===== config.mk =====
export PLATFORM = sky130hd
export DESIGN_NAME = riscv_lsu
export DESIGN_NICKNAME = d
export VERILOG_FILES = /design/src/rtl/riscv_pkg.sv /design/src/rtl/lsu_load_align.sv /design/src/rtl/riscv_lsu.sv
export SDC_FILE = /design/constraint.sdc
export NUM_CORES = 1
export LEC_CHECK = 0
export ABC_AREA = 1
export ABC_CLOCK_PERIOD_IN_PS = 3450
export CAP_MARGIN = 40
export CORE_ASPECT_RATIO = 0.75
export CORE_MARGIN = 2
export CORE_UTILIZATION = 25
export CTS_CLUSTER_DIAMETER = 120
export DETAILED_ROUTE_END_ITERATION = 8
export PLACE_DENSITY = 0.63
export SYNTH_ARGS = -nofsm -noshare
export SYNTH_HDL_FRONTEND = slang
export SYNTH_SLANG_ARGS = --single-unit

===== constraint.sdc =====
create_clock -name clk_i -period 3.45 [get_ports clk_i]
set_input_delay 0.69 -clock clk_i [delete_from_list [all_inputs] [get_ports clk_i]]
set_output_delay 0.69 -clock clk_i [all_outputs]
set_load 0.1 [all_outputs]

===== src/rtl/riscv_pkg.sv =====
// riscv_pkg: shared load/store size encodings and LSU state type.
//   LDST_*      : funct3 size codes seen on core_size_i
//   lsu_state_t : LSU FSM state (IDLE, WAIT)
package riscv_pkg;
    localparam logic [2:0] LDST_B  = 3'd0;
    localparam logic [2:0] LDST_H  = 3'd1;
    localparam logic [2:0] LDST_W  = 3'd2;
    localparam logic [2:0] LDST_BU = 3'd4;
    localparam logic [2:0] LDST_HU = 3'd5;
    typedef enum logic {IDLE, WAIT} lsu_state_t;
endpackage


===== src/rtl/lsu_load_align.sv =====
// lsu_load_align: selects the addressed byte/half of a read word and extends it.
//   rd_i   : memory read word
//   off_i  : byte offset of the access within the word
//   size_i : funct3 size code
//   res_o  : 32-bit sign/zero extended load result
module lsu_load_align
    import riscv_pkg::*;
(
    input  logic [31:0] rd_i,
    input  logic [1:0]  off_i,
    input  logic [2:0]  size_i,
    output logic [31:0] res_o
);
    logic [31:0] w_sh;
    logic [15:0] w_h;
    assign w_sh = rd_i >> {off_i, 3'b000};
    assign w_h  = off_i[1] ? rd_i[31:16] : rd_i[15:15 - 15];
    always_comb begin
        res_o = (size_i == LDST_B)  ? {{24{w_sh[7]}}, w_sh[7:0]} :
                (size_i == LDST_BU) ? {24'd0, w_sh[7:0]} :
                (size_i == LDST_H)  ? {{16{w_h[15]}}, w_h} :
                (size_i == LDST_HU) ? {16'd0, w_h} : rd_i;
    end
endmodule


===== src/rtl/riscv_lsu.sv =====
// riscv_lsu: load/store unit between the core data port and a word-addressed data memory.
//   clk_i/rst_i      : clock, asynchronous active-low reset
//   core_*           : core request (req/we/size/addr/wd), load data, stall and error pulse
//   mem_*            : memory request with byte enables, replicated store data, read data, ready
//   TIMEOUT          : WAIT cycles before an access is aborted with an error (0 = never)
module riscv_lsu
    import riscv_pkg::*;
#(
    parameter int TIMEOUT = 16
)(
    input  logic        clk_i,
    input  logic        rst_i,
    input  logic        core_req_i,
    input  logic        core_we_i,
    input  logic [2:0]  core_size_i,
    input  logic [31:0] core_addr_i,
    input  logic [31:0] core_wd_i,
    output logic [31:0] core_rd_o,
    output logic        core_stall_o,
    output logic        core_err_o,
    output logic        mem_req_o,
    output logic        mem_we_o,
    output logic [3:0]  mem_be_o,
    output logic [31:0] mem_addr_o,
    output logic [31:0] mem_wd_o,
    input  logic [31:0] mem_rd_i,
    input  logic        mem_ready_i
);
    localparam int CW = (TIMEOUT > 0) ? $clog2(TIMEOUT + 1) : 1;
    lsu_state_t  r_state, w_next;
    logic [CW-1:0] r_cnt;
    logic [2:0]  r_size;
    logic [1:0]  r_off;
    logic        w_illegal, w_misal, w_bad, w_start, w_done, w_tmo, w_wait;
    logic [31:0] w_ld;
    assign w_wait    = (r_state == WAIT);
    assign w_illegal = (core_size_i == 3'd3) || (core_size_i[2:1] == 2'b11);
    assign w_misal   = (((core_size_i == LDST_H) || (core_size_i == LDST_HU)) && core_addr_i[0]) ||
                       ((core_size_i == LDST_W) && (core_addr_i[1:0] != 2'b00));
    assign w_bad     = core_req_i && (w_illegal || w_misal);
    assign w_start   = !w_wait && core_req_i && !w_bad;
    assign w_done    = w_wait && mem_ready_i;
    assign w_tmo     = (TIMEOUT != 0) && w_wait && !mem_ready_i && (r_cnt == CW'(TIMEOUT));
    lsu_load_align u_align (
        .rd_i   (mem_rd_i),
        .off_i  (r_off),
        .size_i (r_size),
        .res_o  (w_ld)
    );
    always_comb begin
        w_next = r_state;
        if (w_start)
            w_next = WAIT;
        else if (w_done || w_tmo)
            w_next = IDLE;
    end
    // Outputs are gated by rst_i so an in-flight request drops the instant reset asserts.
    always_comb begin
        mem_req_o    = rst_i && (w_start || (w_wait && !w_tmo));
        core_stall_o = rst_i && (w_start || (w_wait && !mem_ready_i && !w_tmo));
        core_err_o   = rst_i && ((!w_wait && w_bad) || w_tmo);
        core_rd_o    = (rst_i && w_done) ? w_ld : 32'd0;
        mem_we_o     = core_we_i;
        mem_addr_o   = {core_addr_i[31:2], 2'b00};
        mem_be_o     = !core_we_i ? 4'b1111 :
                       (core_size_i[1:0] == 2'd0) ? (4'b0001 << core_addr_i[1:0]) :
                       (core_size_i[1:0] == 2'd1) ? (4'b0011 << {core_addr_i[1], 1'b0}) : 4'b1111;
        mem_wd_o     = (core_size_i[1:0] == 2'd0) ? {4{core_wd_i[7:0]}} :
                       (core_size_i[1:0] == 2'd1) ? {2{core_wd_i[15:0]}} : core_wd_i;
    end
    always_ff @(posedge clk_i or negedge rst_i) begin
        if (!rst_i) begin
            r_state <= IDLE;
            r_cnt   <= '0;
            r_size  <= '0;
            r_off   <= '0;
        end else begin
            r_state <= w_next;
            if (w_start) begin
                r_size <= core_size_i;
                r_off  <= core_addr_i[1:0];
            end
            // Counter saturates rather than wrapping so a disabled timeout never aliases.
            if (w_wait && !w_done && !w_tmo)
                r_cnt <= (&r_cnt) ? r_cnt : r_cnt + 1'b1;
            else
                r_cnt <= '0;
        end
    end
endmodule

==> impl_metrics.env <==
export IMPL_status="finished clean"
export IMPL_initial_cell_density_of_the_core_pct=25.5
export IMPL_clock_root_buffer="clkbuf_16"
export IMPL_ctsHoldBuffers=0
export IMPL_cp_startpoint="core_size_i[1]"
export IMPL_stdcell_area_sq_um=4380
export IMPL_detail_route_vias_per_cell=4.80
export IMPL_dp_hpwl_microns=8270
export IMPL_grt_remaining_overflow=0
export IMPL_yosysSeqAreaShare_pct=11.3
export IMPL_timing_hold_worst_class="register to register"
export IMPL_htreeDepth=1
export IMPL_area_growth_syn_to_layout_pct=79.2
export IMPL_yosys_warnings=0
export IMPL_postSynthRegisterBits=11
export IMPL_post_place_cells=698
export IMPL_critical_path_max_fanout=24
export IMPL_data_required_time_at_the_worst_endpoint_ns=2.76
export IMPL_crit_path_end_kind="primary output"
export IMPL_route_antenna_remaining_nets=0
export IMPL_grt_first_pass_wirelength_microns=15800
export IMPL_post_cts_resize_count=0
export IMPL_stdcell_count=702
export IMPL_post_synth_num_cell_types=25
export IMPL_clock_sinks=11
export IMPL_core_area_sq_um=9580
export IMPL_syn_mean_instance_area_sq_um=5.17
export IMPL_worstHoldStart="r_cnt[4]"
export IMPL_proportion_of_netlist_area_held_by_the_largest_area_contributor_pct=29.8
export IMPL_max_freq_mhz=314
export IMPL_drt_iter0_drc=281
export IMPL_total_cts_buffers=3
export IMPL_design_die_area_sq_um=10600
export IMPL_standard_cell_area_after_detailed_placement_sq_um=4300
export IMPL_num_nets_final=678
export IMPL_filler_cell_count=978
export IMPL_routed_via_count=3373
export IMPL_groute_usage_overall_pct=18.5
export IMPL_num_rows=31
export IMPL_grt_pass1_vias=3272
export IMPL_period_needed_ns=3.18
export IMPL_die_x_microns=118
export IMPL_timing_worst_setup_path_type="primary input to primary output"
export IMPL_relSlewSlack_pct=54.2
export IMPL_wl_per_cell_microns=14.3
export IMPL_synth_top_cells_by_area="nand2_1 (30%), buf_4 (14%), nand3_1 (12%)"
export IMPL_drv_max_cap_violation_count=0
export IMPL_worst_r2r_startpoint="r_cnt[1]"
export IMPL_worst_setup_path_start_kind="primary input"
export IMPL_detailedRoute_firstPassIterationCount=5
export IMPL_num_antenna_cells=0
export IMPL_io_pins=208
export IMPL_grt_setup_unrepaired="no"
export IMPL_grt_max_degree=39
export IMPL_synth_largest_area_cell="nand2_1"
export IMPL_report_final_slew_viol_count=0
export IMPL_ratio_of_cells_with_drive_above_1_in_the_final_layout_pct=16.5
export IMPL_clk_transition_reported_paths_ns=0.04
export IMPL_final_hold_violation_count=0
export IMPL_vdd_ir_drop_worst_mv=0.202
export IMPL_cts_tree="built"
export IMPL_finalSetupViolCount=0
export IMPL_leakage_power_nw=2.22
export IMPL_io_buffer_count=145
export IMPL_fp_dieH_microns=89.6
export IMPL_p_per_area_nw_per_um2=366
export IMPL_post_cts_setup_buffer_count=0
export IMPL_post_synth_instance_area_sq_um=2440
export IMPL_clock_skew_ns=0.00228
export IMPL_finalWeightedCongestion=0.903
export IMPL_timing_critical_path_arrival_ns=2.49
export IMPL_antenna_found_initial=0
export IMPL_wirelength_microns=10100
export IMPL_worst_slew_pin_slew_ns=0.687
export IMPL_post_synthesis_instance_total=473
export IMPL_post_route_drc_count=0
export IMPL_worst_skew_pair_late_latency_ns=0.24
export IMPL_timing_final_crit_share_pct=92.3
export IMPL_clockBufferDepth=2
synthesized netlist by cell type:
cell,number
inv_2,3
conb_1,1
nor2_4,2
clkbuf_1,2
clkinv_1,1
buf_6,3
nand2_1,194
buf_2,11
o211ai_1,5
o21ai_0,14
buf_4,45
a21oi_1,33
nand2_2,3
ha_1,3
xor2_1,2
nor2_2,1
nand4_1,2
inv_1,57
dfrtp_1,11
nand3_1,61
nor2_1,15
o21ai_1,1
nand3b_1,1
a21oi_2,1
buf_1,1
flip-flops by register name (all words and copies together) (netlist names):
register	cells
r_off	2
r_size	3
r_state	1
r_cnt	5
cells in the final DEF (no fill, tap or decap), types with 11 or more instances in the layout:
| master | synthesis | routed |
|---|---|---|
| inv_1 | 57 | 57 |
| nand2_1 | 194 | 194 |
| a21oi_1 | 33 | 33 |
| o21ai_0 | 14 | 14 |
| clkdlybuf4s50_1 | 0 | 73 |
| nor2_1 | 15 | 15 |
| buf_12 | 0 | 63 |
| nand3_1 | 61 | 61 |
| buf_4 | 45 | 18 |
| dfrtp_1 | 11 | 11 |
metrics by stage:
| step | setup slack (ns) | power, mW | utilization [%] | TNS (ns) | hold WS (ns) |
|---|---|---|---|---|---|
| floorplan | -0.0935 | 1.16 | - | -0.187 | 0.394 |
| global placement | 0.350 | 1.37 | 44.9 | 0 | 0.520 |
| detailed placement | 0.284 | 1.39 | 44.9 | 0 | 0.538 |
| CTS | 0.281 | 1.60 | 45.7 | 0 | 0.555 |
| global route | 0.164 | 1.70 | 45.7 | 0 | 0.593 |
| finish | 0.267 | 1.60 | 45.7 | 0 | 0.551 |
final cells by class:
type                            count  area [sq um]  share of cell area (%)
Clock buffer                        4          78.8                    1.80
Inverter                           61           229                    5.23
Multi-Input combinational cell    340          1510                    34.4
Sequential cell                    11           275                    6.28
Tap cell                          132           165                    3.77
Timing Repair Buffer              154          2130                    48.5
logic make-up (layout without fill, tap and decap cells):
family	after synthesis	count (layout)	share of synthesized area [%]
buffers and inverters	123	219	27.3
adder cells (fa/ha/maj)	3	3	1.54
XOR/XNOR	2	2	0.717
other	1	2	0.153
AO/OA/AOI/OAI	54	54	11.7
AND/OR/NAND/NOR	279	279	47.3
flip-flops	11	11	11.3
worst paths after layout:
path                                endpoint  slack, ns  cells after the start
worst max-delay path            mem_wd_o[31]       0.27                      6
worst min-delay path                r_cnt[4]       0.55                      2
worst max register to register      r_cnt[3]       1.91                      8
worst min register to register      r_cnt[4]       0.55                      2
max in group asynchronous           r_off[0]       2.51                      2
min in group asynchronous           r_cnt[1]       0.79                      2
worst max-delay path: stages:
cell,delay [ns]
clkdlybuf4s50_1,0.55
buf_4,0.28
nor2_1,0.45
nand2_1,0.14
nand3_1,0.18
buf_12,0.19
routing by layer:
metal	wire, microns	GRT usage (%)	up-vias
li1	-	-	1628
met5	0	0	-
met2	4660	32.5	192
met4	219	6.13	0
met3	1200	5.87	16
met1	3980	21.8	1537
report_power, final:
group	switching, mW	total (mW)	internal, mW
registers	0.0314	0.177	0.145
logic	0.814	1.22	0.402
clock network	0.0553	0.210	0.155
total	0.900	1.60	0.703
(Power assumes the default switching activity.)
